**config.mk**
```make
export PLATFORM = sky130hd
export DESIGN_NAME = wb_regfile
export DESIGN_NICKNAME = d
export VERILOG_FILES = /design/src/rtl/wb_regfile.sv
export SDC_FILE = /design/constraint.sdc
export NUM_CORES = 2
export LEC_CHECK = 0
export CORE_UTILIZATION = 60
export DETAILED_ROUTE_END_ITERATION = 8
export PLACE_DENSITY = 0.83
export RECOVER_POWER = 25
export SLEW_MARGIN = 5
export SYNTH_ARGS = -nofsm -noshare
export SYNTH_HDL_FRONTEND = slang
export SYNTH_SLANG_ARGS = --single-unit
```
**constraint.sdc**
```tcl
create_clock -name clk -period 101.8 [get_ports clk]
set_input_delay 15.27 -clock clk [delete_from_list [all_inputs] [get_ports clk]]
set_output_delay 15.27 -clock clk [all_outputs]
set_load 0.05 [all_outputs]
```
**src/rtl/wb_regfile.sv**
```systemverilog
// rtl/wb_regfile.sv - RISC-V writeback stage: load extract, result mux, 32x32 register file, retire counter
module wb_regfile (
    input  logic        clk,
    input  logic        reset,
    input  logic        validw,
    input  logic        regwritew,
    input  logic [1:0]  resultsrcw,
    input  logic [2:0]  funct3w,
    input  logic [4:0]  rdw,
    input  logic [31:0] aluresultw,
    input  logic [31:0] readdataw,
    input  logic [31:0] pcplus4w,
    input  logic [4:0]  a1d,
    input  logic [4:0]  a2d,
    output logic [31:0] rd1d,
    output logic [31:0] rd2d,
    output logic [31:0] resultw,
    output logic [63:0] instret
);

    localparam logic [2:0] F3_LB  = 3'b000;
    localparam logic [2:0] F3_LH  = 3'b001;
    localparam logic [2:0] F3_LBU = 3'b100;
    localparam logic [2:0] F3_LHU = 3'b101;

    logic [31:0] regs_q [1:31];
    logic [31:0] regs_d [1:31];
    logic [63:0] instret_q;
    logic [63:0] instret_d;

    logic [7:0]  load_byte;
    logic [15:0] load_half;
    logic [31:0] load_data;
    logic        write_en;

    always_comb begin
        load_byte = readdataw[7:0];
        case (aluresultw[1:0])
            2'd0:    load_byte = readdataw[7:0];
            2'd1:    load_byte = readdataw[15:8];
            2'd2:    load_byte = readdataw[23:16];
            default: load_byte = readdataw[31:24];
        endcase
        load_half = aluresultw[1] ? readdataw[31:16] : readdataw[15:0];
        case (funct3w)
            F3_LB:   load_data = {{24{load_byte[7]}}, load_byte};
            F3_LH:   load_data = {{16{load_half[15]}}, load_half};
            F3_LBU:  load_data = {24'h0, load_byte};
            F3_LHU:  load_data = {16'h0, load_half};
            default: load_data = readdataw;
        endcase
    end

    always_comb begin
        case (resultsrcw)
            2'b00:   resultw = aluresultw;
            2'b01:   resultw = load_data;
            2'b10:   resultw = pcplus4w;
            default: resultw = 32'h0;
        endcase
    end

    // x0 writes are dropped here, so the bypass below never forwards onto x0
    assign write_en = regwritew && validw && (rdw != 5'd0);

    always_comb begin
        regs_d = regs_q;
        if (write_en) begin
            regs_d[rdw] = resultw;
        end
        instret_d = validw ? instret_q + 64'd1 : instret_q;
    end

    always_ff @(posedge clk or posedge reset) begin
        if (reset) begin
            for (int i = 1; i < 32; i++) begin
                regs_q[i] <= 32'h0;
            end
            instret_q <= 64'h0;
        end else begin
            regs_q    <= regs_d;
            instret_q <= instret_d;
        end
    end

    always_comb begin
        if (write_en && (a1d == rdw)) begin
            rd1d = resultw;
        end else if (a1d == 5'd0) begin
            rd1d = 32'h0;
        end else begin
            rd1d = regs_q[a1d];
        end
        if (write_en && (a2d == rdw)) begin
            rd2d = resultw;
        end else if (a2d == 5'd0) begin
            rd2d = 32'h0;
        end else begin
            rd2d = regs_q[a2d];
        end
    end

    assign instret = instret_q;

endmodule

```
==> summary.txt <==
Place
  • Hpwl dp: 106,000 um
  • Final GP Congestion: 0.959
  • Port-buffer cells: 279
  • Placed cell count: 6,462

STA
  • Final Max Tran Viols: 841
  • Slew margin rel.: -4.35
  • Post-route clock period utilization: 0.351
  • Final Critical Period: 35.74 ns
  • Tightest Pin Transition: ~8.0 ns
  • Post-Route Setup TNS: 0 ns
  • Max Freq: approximately 0.028 GHz
  • Final hold violations: 0
  • Layout Skew: 0.0104 ns
  • Unrepaired setup endpoints after global routing: no
  • Final setup vio count: 0

Layout
  • Layout Area Growth over Synthesis: 12.1%
  • Fin nets: ~5.4k
  • Layout Cells excl Fill: 6,665
  • Final core utilization: 0.681
  • Share of post-route cells with drive strength above 1: 0.154
  • Commonest non-fill, non-tap cell in the layout: nand2_1
  • Most frequent cells in the layout: nand2_1 (1,156), dfrtp_1 (1,056), o21ai_0 (990), mux4_2 (346), mux2i_1 (217)
  • Filler cell count in the final layout: ~6.5k

Synth
  • Synth cell types: between 50 and 60
  • Synth Cell Area: roughly 56,000 um2
  • Synth warn: 0
  • Top FF cell, synth: dfrtp_1
  • Top-area cell type share of the netlist area: 0.472
  • Synthesized Nets: 5,489
  • #FFs+latches synth: 1,056
  • Top cells by area, synth: dfrtp_1 (47%), mux4_2 (14%), o21ai_0 (8.8%)
  • Avg Inst Size Synth: between 10 and 15 um2
  • Register area share after synthesis: 0.472
  • EDFF count, synth: 0
  • Async SR Flop Fraction: 1.00
  • Mapped Cells: 5,368
  • Cell taking the most area after synthesis: dfrtp_1

Global routing
  • Met2 usage: 0.584
  • First-pass GRT wire length: between 200,000 and 300,000 um
  • Antenna violations before repair: 15
  • Number of global-route vias before repair: about 47k
  • All-Layer GR Usage: 0.386
  • Largest net degree at the start of global routing: about 170
  • Grt ovf: 0
  • GR Util met1: 0.485
  • Met3 usage: 0.134
  • Grt peak-use layer: met2

Setup path
  • CP peak stage delay: around 1.3 ns
  • CP Class: input pin to output port
  • Crit-path cells: dlygate4sd3_1 -> mux2_1 -> o2111a_1 -> clkbuf_1 -> nor2_2 -> clkbuf_1 -> o21ai_0 -> clkdlybuf4s50_1
  • Most Frequent Cell on Critical Path: clkbuf_1
  • Startpoint Class: input pin
  • Type of destination of the critical path: output port
  • CP max-delay cell: clkbuf_1
  • CP arrival: 20.47 ns
  • R2R Setup Slk: 98.88 ns
  • Critical path peak fanout: 34
  • WP data required: 86.53 ns

Pwr
  • Clock power share: 0.378
  • Sw Share: 0.296
  • P_sw: ~0.33 mW
  • Power Density: 18.0 nW/um2
  • Comb power frac: 0.180
  • Leakage: approximately 27 nW
  • Register share of total power: 0.442
  • Internal: 0.796 mW
  • Peak supply drop: roughly 13 uV

Detailed routing
  • Vias per cell: between 7 and 8
  • Final wirelength: approximately 180,000 um
  • Vias post-DR: approximately 47k
  • TritonRoute pass-1 iters: 8
  • Wirelength per Cell: about 27 um
  • # DRC: 0
  • Routed Antenna Nets: 0
  • Iteration-0 DRC Markers: 6,776

Outcome
  • Failing checks: max-capacitance violations, max-slew violations
  • Outcome: finished, violations left

Clocking
  • CTS Hold Bufs: 0
  • Total clock sinks: 1,056
  • Root buffer cell: clkbuf_16
  • Longest Clk Path Bufs: 3
  • Post-CTS Resized: 0
  • H-tree levels: 3
  • Clk pin slew, worst setup/hold paths: 0.06 ns
  • Setup bufs post-CTS: 0
  • Skew-Pair Late Insertion Delay: around 0.70 ns
  • Cts bufs inserted: around 110
  • CTS tree: built

Job
  • Max-cap violations: 18

Die
  • Top Ports: 280
  • Die Ht: ~310 um
  • Die Area: between 90,000 and 100,000 um2
  • Core ar.: ~90,000 um2
  • Initial Utilization: 0.608
  • FP Rows: about 110
  • Die X: 307 um

Min path
  • Hold Path Class: flop to flop
cells by family (layout without fill, tap and decap cells):
| logic type | Yosys count | count (layout) | synth area share |
|---|---|---|---|
| AOI/OAI and AO/OA | 1515 | 1515 | 0.160 |
| xor gates and xnor gates | 73 | 73 | 0.0114 |
| adders and majority gates | 1 | 1 | 0.000223 |
| buffers and inverters | 587 | 633 | 0.0469 |
| DFF | 1056 | 1056 | 0.472 |
| muxes | 683 | 683 | 0.202 |
| other | 0 | 8 | 0 |
| and+or+nand+nor | 1453 | 1453 | 0.108 |
registers in the layout, summed over array words and instances (netlist names):
name	flops
instret	64
regs_q	992
per-stage QoR:
step           power, mW  setup WS [ns]  hold WS [ns]  area [um2]
3_5_place_dp       0.702          66.64         0.475       59100
5_1_grt             1.16          65.91         0.500       62700
3_3_place_gp       0.691          66.69         0.461       59100
4_1_cts             1.12          66.64         0.483       62900
2_1_floorplan      0.637          56.81         0.460       56000
6_report            1.13          66.06         0.472       62700
cell type report:
type                    count  area (um2)  area share
multi-input cells        3725       27200       0.433
well taps                1243        1560      0.0248
clock buffers             145        3050      0.0486
inverters                  42         159     0.00253
clock inverters            50         749      0.0119
repair buffers            396        3630      0.0578
diodes                      8        20.0    0.000319
flip-flops and latches   1056       26400       0.421
synth_stat cells (24+ instances only):
library cell,n
nand3_1,44
buf_2,122
nor2b_1,32
nand2b_1,38
mux2i_1,217
mux2_2,118
xnor2_1,49
mux4_2,346
clkbuf_1,337
nor2_1,50
o21ai_0,986
nand2_1,1188
a32oi_1,46
o21ai_1,54
dfrtp_1,1056
clkbuf_2,31
inv_1,42
xor2_1,24
o22ai_1,37
a22oi_1,191
o221ai_1,82
a21oi_1,50
power by group through the flow:
stage	Sequential (mW)	Clock [mW]	Combinational, mW
after floorplan	0.499	0	0.137
final	0.500	0.427	0.203
after global placement	0.500	0	0.192
after detailed placement	0.504	0	0.198
after CTS	0.497	0.427	0.200
after global routing	0.504	0.444	0.216
layer usage:
layer	wire length (um)	vias to the layer above
met2	81100	3716
met5	71	-
met1	63000	23200
met3	25900	954
met4	11400	12
li1	-	19300
worst paths after layout:
check,from,to,cells after the start
min in group asynchronous,reset,instret[63],2
worst max register to register,instret[0],instret[40],6
max in group asynchronous,reset,regs_q[283],3
worst min-delay path,instret[63],instret[63],1
worst min register to register,instret[63],instret[63],1
worst max-delay path,aluresultw[1],rd1d[17],8
critical path, delay by kind of cell:
family,cells,cell delay [ns]
simple gates,1,0.26
buf+inv,4,3.66
compound gates,2,0.85
mux,1,0.40
No activity file was read; power rests on OpenSTA's default activity.
